$ cat src/rtl/banco_fifos_salida_pkg.sv
// Shared FIFO definitions for the output-side FIFO bank and its fifo_simple instances.
// Optional error flags in the FIFOs are enabled with the FIFO_ERR_EN macro.
package banco_fifos_salida_pkg;

    localparam int NUM_FIFOS  = 4;
    localparam int DEST_W     = 2;
    localparam int DEF_DATA_W = 6;
    localparam int DEF_ADDR_W = 2;
    localparam int DEF_AF_TH  = 3;

endpackage

$ cat src/rtl/banco_fifos_salida_fifo_simple.sv
// fifo_simple: single-clock FIFO with registered read port, count-based flags and,
// when FIFO_ERR_EN is defined, sticky overflow/underflow error bits.
module fifo_simple
    import banco_fifos_salida_pkg::*;
#(
    parameter int DATA_W = DEF_DATA_W,
    parameter int ADDR_W = DEF_ADDR_W,
    parameter int AF_TH  = DEF_AF_TH
) (
    input  logic              clk,
    input  logic              reset,
    input  logic              push,
    input  logic              pop,
    input  logic [DATA_W-1:0] data_in,
    output logic [DATA_W-1:0] data_out,
    output logic              empty,
    output logic              almost_full,
    output logic              full
`ifdef FIFO_ERR_EN
    ,
    output logic              err_over,
    output logic              err_under
`endif
);

    localparam int             DEPTH   = 1 << ADDR_W;
    localparam logic [ADDR_W:0] DEPTH_C = (ADDR_W + 1)'(DEPTH);
    localparam logic [ADDR_W:0] AF_C    = (ADDR_W + 1)'(AF_TH);

    logic [DATA_W-1:0] mem [DEPTH];
    logic [ADDR_W-1:0] wr_ptr;
    logic [ADDR_W-1:0] rd_ptr;
    logic [ADDR_W:0]   count;
    logic              do_wr;
    logic              do_rd;

    assign empty       = (count == '0);
    assign full        = (count == DEPTH_C);
    assign almost_full = (count >= AF_C);

    // A full FIFO still accepts a write when a read frees the slot in the same cycle;
    // an empty FIFO never reads through the word being written.
    assign do_rd = pop && !empty;
    assign do_wr = push && (!full || pop);

    always_ff @(posedge clk) begin
        if (do_wr && !reset) begin
            mem[wr_ptr] <= data_in;
        end
    end

    always_ff @(posedge clk) begin
        if (reset) begin
            wr_ptr   <= '0;
            rd_ptr   <= '0;
            count    <= '0;
            data_out <= '0;
        end else begin
            if (do_wr) begin
                wr_ptr <= wr_ptr + 1'b1;
            end
            if (do_rd) begin
                rd_ptr   <= rd_ptr + 1'b1;
                data_out <= mem[rd_ptr];
            end
            case ({do_wr, do_rd})
                2'b10:   count <= count + 1'b1;
                2'b01:   count <= count - 1'b1;
                default: count <= count;
            endcase
        end
    end

`ifdef FIFO_ERR_EN
    always_ff @(posedge clk) begin
        if (reset) begin
            err_over  <= 1'b0;
            err_under <= 1'b0;
        end else begin
            if (push && full && !pop) begin
                err_over <= 1'b1;
            end
            if (pop && empty) begin
                err_under <= 1'b1;
            end
        end
    end
`endif

endmodule

$ cat src/rtl/banco_fifos_salida.sv
// banco_fifos_salida: four independent output FIFOs fed by the arbiter's Push/data_in bus.
// Defining FIFO_ERR_EN adds the sticky err_over/err_under ports.
module banco_fifos_salida
    import banco_fifos_salida_pkg::*;
#(
    parameter int DATA_W = DEF_DATA_W,
    parameter int ADDR_W = DEF_ADDR_W,
    parameter int AF_TH  = DEF_AF_TH
) (
    input  logic                        clk,
    input  logic                        reset,
    input  logic [NUM_FIFOS-1:0]        Push,
    input  logic [DATA_W-1:0]           data_in,
    input  logic [NUM_FIFOS-1:0]        Pop,
    output logic [NUM_FIFOS*DATA_W-1:0] data_out,
    output logic [NUM_FIFOS-1:0]        FIFO_empty,
    output logic [NUM_FIFOS-1:0]        Almost_full,
    output logic [NUM_FIFOS-1:0]        FIFO_full
`ifdef FIFO_ERR_EN
    ,
    output logic [NUM_FIFOS-1:0]        err_over,
    output logic [NUM_FIFOS-1:0]        err_under
`endif
);

    for (genvar i = 0; i < NUM_FIFOS; i++) begin : g_fifo
        fifo_simple #(
            .DATA_W (DATA_W),
            .ADDR_W (ADDR_W),
            .AF_TH  (AF_TH)
        ) u_fifo (
            .clk         (clk),
            .reset       (reset),
            .push        (Push[i]),
            .pop         (Pop[i]),
            .data_in     (data_in),
            .data_out    (data_out[i*DATA_W +: DATA_W]),
            .empty       (FIFO_empty[i]),
            .almost_full (Almost_full[i]),
            .full        (FIFO_full[i])
`ifdef FIFO_ERR_EN
            ,
            .err_over    (err_over[i]),
            .err_under   (err_under[i])
`endif
        );
    end

endmodule

$ cat config.mk
export PLATFORM = sky130hd
export DESIGN_NAME = banco_fifos_salida
export DESIGN_NICKNAME = d
export VERILOG_FILES = /design/src/rtl/banco_fifos_salida_pkg.sv /design/src/rtl/banco_fifos_salida_fifo_simple.sv /design/src/rtl/banco_fifos_salida.sv
export SDC_FILE = /design/constraint.sdc
export NUM_CORES = 1
export LEC_CHECK = 0
export CAP_MARGIN = 10
export CORE_AREA = 2 2 144 182
export CTS_CLUSTER_DIAMETER = 30
export DETAILED_ROUTE_END_ITERATION = 10
export DIE_AREA = 0 0 146 184
export GPL_ROUTABILITY_DRIVEN = 0
export SYNTH_ARGS = -nofsm -noshare
export SYNTH_HDL_FRONTEND = slang
export SYNTH_SLANG_ARGS = --single-unit
$ cat constraint.sdc
create_clock -name clk -period 4.6 [get_ports clk]
set_clock_uncertainty 0.1 [all_clocks]
set_input_delay 0.46 -clock clk [delete_from_list [all_inputs] [get_ports clk]]
set_output_delay 0.46 -clock clk [all_outputs]
set_load 0.01 [all_outputs]
==> qor.yml <==
cells_and_area:
  register_area_um2: 3920
  multi_input_area_um2: 1990
  n_antenna_cell: 0
  drive_gt1_frac: 0.148
  num-fill-cells: 2539
  nets: 535
  stdcell_area_um2: 7650
  syn2layout_area_growth_pct: 23.2
worst_hold_path:
  holdCritStartpoint: "g_fifo[1].u_fifo.data_out[0]$_SDFFE_PP0N_"
  holdPathEnd: "g_fifo[1].u_fifo.data_out[0]$_SDFFE_PP0N_"
  hold_path_class: "reg2reg"
  hold_depth: 2
worst_setup_path:
  r2r_start: "g_fifo[2].u_fifo.count[2]$_SDFFE_PP0P_"
  critPathLaunchType: "flop"
  r2r_slack_ns: 1.85
  path_max_fanout: 6
  critPathArrivalTime_ns: 2.99
  end_kind: "flop"
  ff2ff_path_depth: 9
  r2r-end: "g_fifo[2].u_fifo.count[2]$_SDFFE_PP0P_"
  crit_type: "reg2reg"
  worst_ep_required_time_ns: 4.84
routing:
  antenna_left: 0
  vias: 3443
  drt_pre_antenna_iters: 4
  wl_per_cell_um: 14.4
  drtIter0Drc: 195
  vias_per_cell: 4.08
  drt_wl_total_um: 12100
  drc: 0
outcome:
  outcome: "finished, final reports clean"
clock_network:
  cts_tree: "built"
  hold_buffers: 0
  cts_buffers: 17
  clock_path_buffers: 2
  path_clk_slew_ns: 0.06
  clkLatencyLatePin_ns: 0.42
  ctsResizeCount: 0
  clock-root-buffer: "clkbuf_16"
  cts_setup_buffers: 0
  clock_sinks: 148
  h-tree-depth: 4
sta:
  maxSlewViolCount: 0
  fmax_mhz: 364
  fin_crit_sh: 0.597
  setup-violations-final: 0
  rsz0062_at_grt: "false"
  relSlewSlack: 0.246
  finalCriticalPeriod_ns: 2.75
  tightest_slew_ns: 1.13
  fin_tns_setup_ns: 0
  hold_viol: 0
yosys:
  avgSynthCellArea_um2: 13.9
  syn_nets: 488
  netlist-cell-type-count: 29
  synthCells: 448
  yosysSeqAreaShare: 0.632
  yosys_warnings: 0
  synth-seq-cells: 148
  synth_area_um2: 6210
power_and_ir_drop:
  power.density_nw_per_um2: 550
  power.total_mw: 4.21
  p_leak_nw: 2.58
  max-vdd-ir-drop_v: 0.000247
global_routing:
  grt_pass1_wl_um: 19500
  grt_pass1_vias: 3529
  grt_start_max_net_pins: 29
  antenna_found_initial: 0
  overflow: 0
  grt_usage: 0.0959
floorplanning:
  start_util: 0.248
  die_width_um: 146
  dieArea_um2: 26900
  die_h_um: 184
  rows: 65
  pin_count: 52
  coreArea_um2: 25000
place:
  dp_hpwl_um: 8170
  io_buffers: 51
  placed_area_um2: 7020
run:
  max_cap_viol_count: 0
critical path, cell delays in order (launching register included):
cell and delay, ns:
dfxtp_1 0.46, or3b_1 0.39, o21a_1 0.23, inv_1 0.15, ha_1 0.21, inv_1 0.06
fa_1 0.37, xor2_1 0.16, or3_2 0.40, a21oi_1 0.15
cells by family after synthesis:
| family | share of synthesized area |
|---|---|
| simple gates | 0.0885 |
| flops | 0.632 |
| xor+xnor | 0.0169 |
| fa+ha+maj | 0.0532 |
| mux | 0.103 |
| buf+inv | 0.0468 |
| compound gates | 0.0595 |
cells in the final DEF, fill, tap and decap left out, types with 2 or more instances in the layout:
master           instances
a21o_2                   3
a21oi_1                 36
buf_4                    5
bufinv_16                3
clkbuf_16               18
clkdlybuf4s50_1         50
clkinv_1                 4
clkinv_4                 2
dfxtp_1                 52
edfxtp_1                96
fa_1                     4
ha_1                    20
inv_1                   32
inv_4                    2
inv_6                    5
mux2_4                   4
mux2i_1                  4
mux4_2                  24
nand2_1                 48
nand2b_1                 8
nor2_1                  24
nor3_1                   4
nor3b_1                 16
o21a_1                   4
o21ai_0                  8
o31ai_4                  4
or3_1                    5
or3_2                    3
or3b_1                   4
xnor2_1                  4
xor2_1                   8
report_power, final:
group          internal, mW  switching (mW)
clock                 0.912           0.560
combinational         0.519           0.444
sequential             1.57           0.202
per-layer routing:
layer  global-route usage  wire [um]  up-vias
li1                     -          -     1679
met1                0.114       5300     1702
met2                0.160       6050       48
met3               0.0288        573       14
met4               0.0443        216        0
met5                    0          0        -
worst max-delay path by stage:
stage	start	slack, ns	depth (start not counted)	endpoint
6_report	g_fifo[2].u_fifo.count[2]$_SDFFE_PP0P_	1.85	9	g_fifo[2].u_fifo.count[2]$_SDFFE_PP0P_
3_3_place_gp	Pop[2]	1.75	4	g_fifo[2].u_fifo.mem[1][1]$_DFFE_PP_
3_5_place_dp	Pop[2]	1.70	9	g_fifo[2].u_fifo.count[2]$_SDFFE_PP0P_
5_1_grt	g_fifo[1].u_fifo.count[2]$_SDFFE_PP0P_	1.66	9	g_fifo[1].u_fifo.count[2]$_SDFFE_PP0P_
4_1_cts	g_fifo[2].u_fifo.count[2]$_SDFFE_PP0P_	1.84	9	g_fifo[2].u_fifo.count[2]$_SDFFE_PP0P_
2_1_floorplan	g_fifo[3].u_fifo.count[2]$_SDFFE_PP0P_	2.05	9	g_fifo[3].u_fifo.count[2]$_SDFFE_PP0P_
sequential cells by signal, indices dropped and copies added (netlist names):
register / count
g_fifo.u_fifo.mem: 96
g_fifo.u_fifo.data_out: 24
g_fifo.u_fifo.wr_ptr: 8
g_fifo.u_fifo.rd_ptr: 8
g_fifo.u_fifo.count: 12
area by class of cell:
class / instances / area share
clock buffer: 20 / 0.0612
clock inverter: 12 / 0.0214
inverter: 36 / 0.0177
multi-input combinational: 236 / 0.261
sequential: 148 / 0.513
tap: 335 / 0.0548
timing repair buffer: 56 / 0.0710
through the flow:
stage	hold WS [ns]	instances	utilization	setup slack (ns)
6_report	0.355	843	0.305	1.85
5_1_grt	0.382	843	0.305	1.66
4_1_cts	0.358	843	0.305	1.84
3_5_place_dp	0.349	811	0.280	1.70
3_3_place_gp	0.345	811	0.280	1.75
2_1_floorplan	0.381	448	-	2.05
cells in the mapped netlist:
cell | instances | area (um^2)
nand2b_1 | 8 | 50.1
nor3b_1 | 16 | 120
edfxtp_1 | 96 | 2880
nor3_1 | 4 | 20.0
clkinv_1 | 4 | 15.0
o21ai_0 | 8 | 40.0
mux2_4 | 4 | 60.1
o21a_1 | 4 | 30.0
or3_1 | 5 | 31.3
clkbuf_1 | 8 | 30.0
buf_4 | 12 | 90.1
inv_1 | 32 | 120
nor2_1 | 24 | 90.1
or3_2 | 3 | 22.5
a21o_1 | 1 | 7.51
ha_1 | 20 | 250
a21oi_1 | 36 | 180
fa_1 | 4 | 80.1
o31ai_4 | 4 | 85.1
buf_2 | 4 | 20.0
dfxtp_1 | 52 | 1040
xnor2_1 | 4 | 35.0
or3b_1 | 4 | 35.0
mux2i_1 | 4 | 40.0
nand2_1 | 48 | 180
buf_1 | 4 | 15.0
mux4_2 | 24 | 541
xor2_1 | 8 | 70.1
a21o_2 | 3 | 26.3
Note: power is estimated with default switching activity, not from simulation.
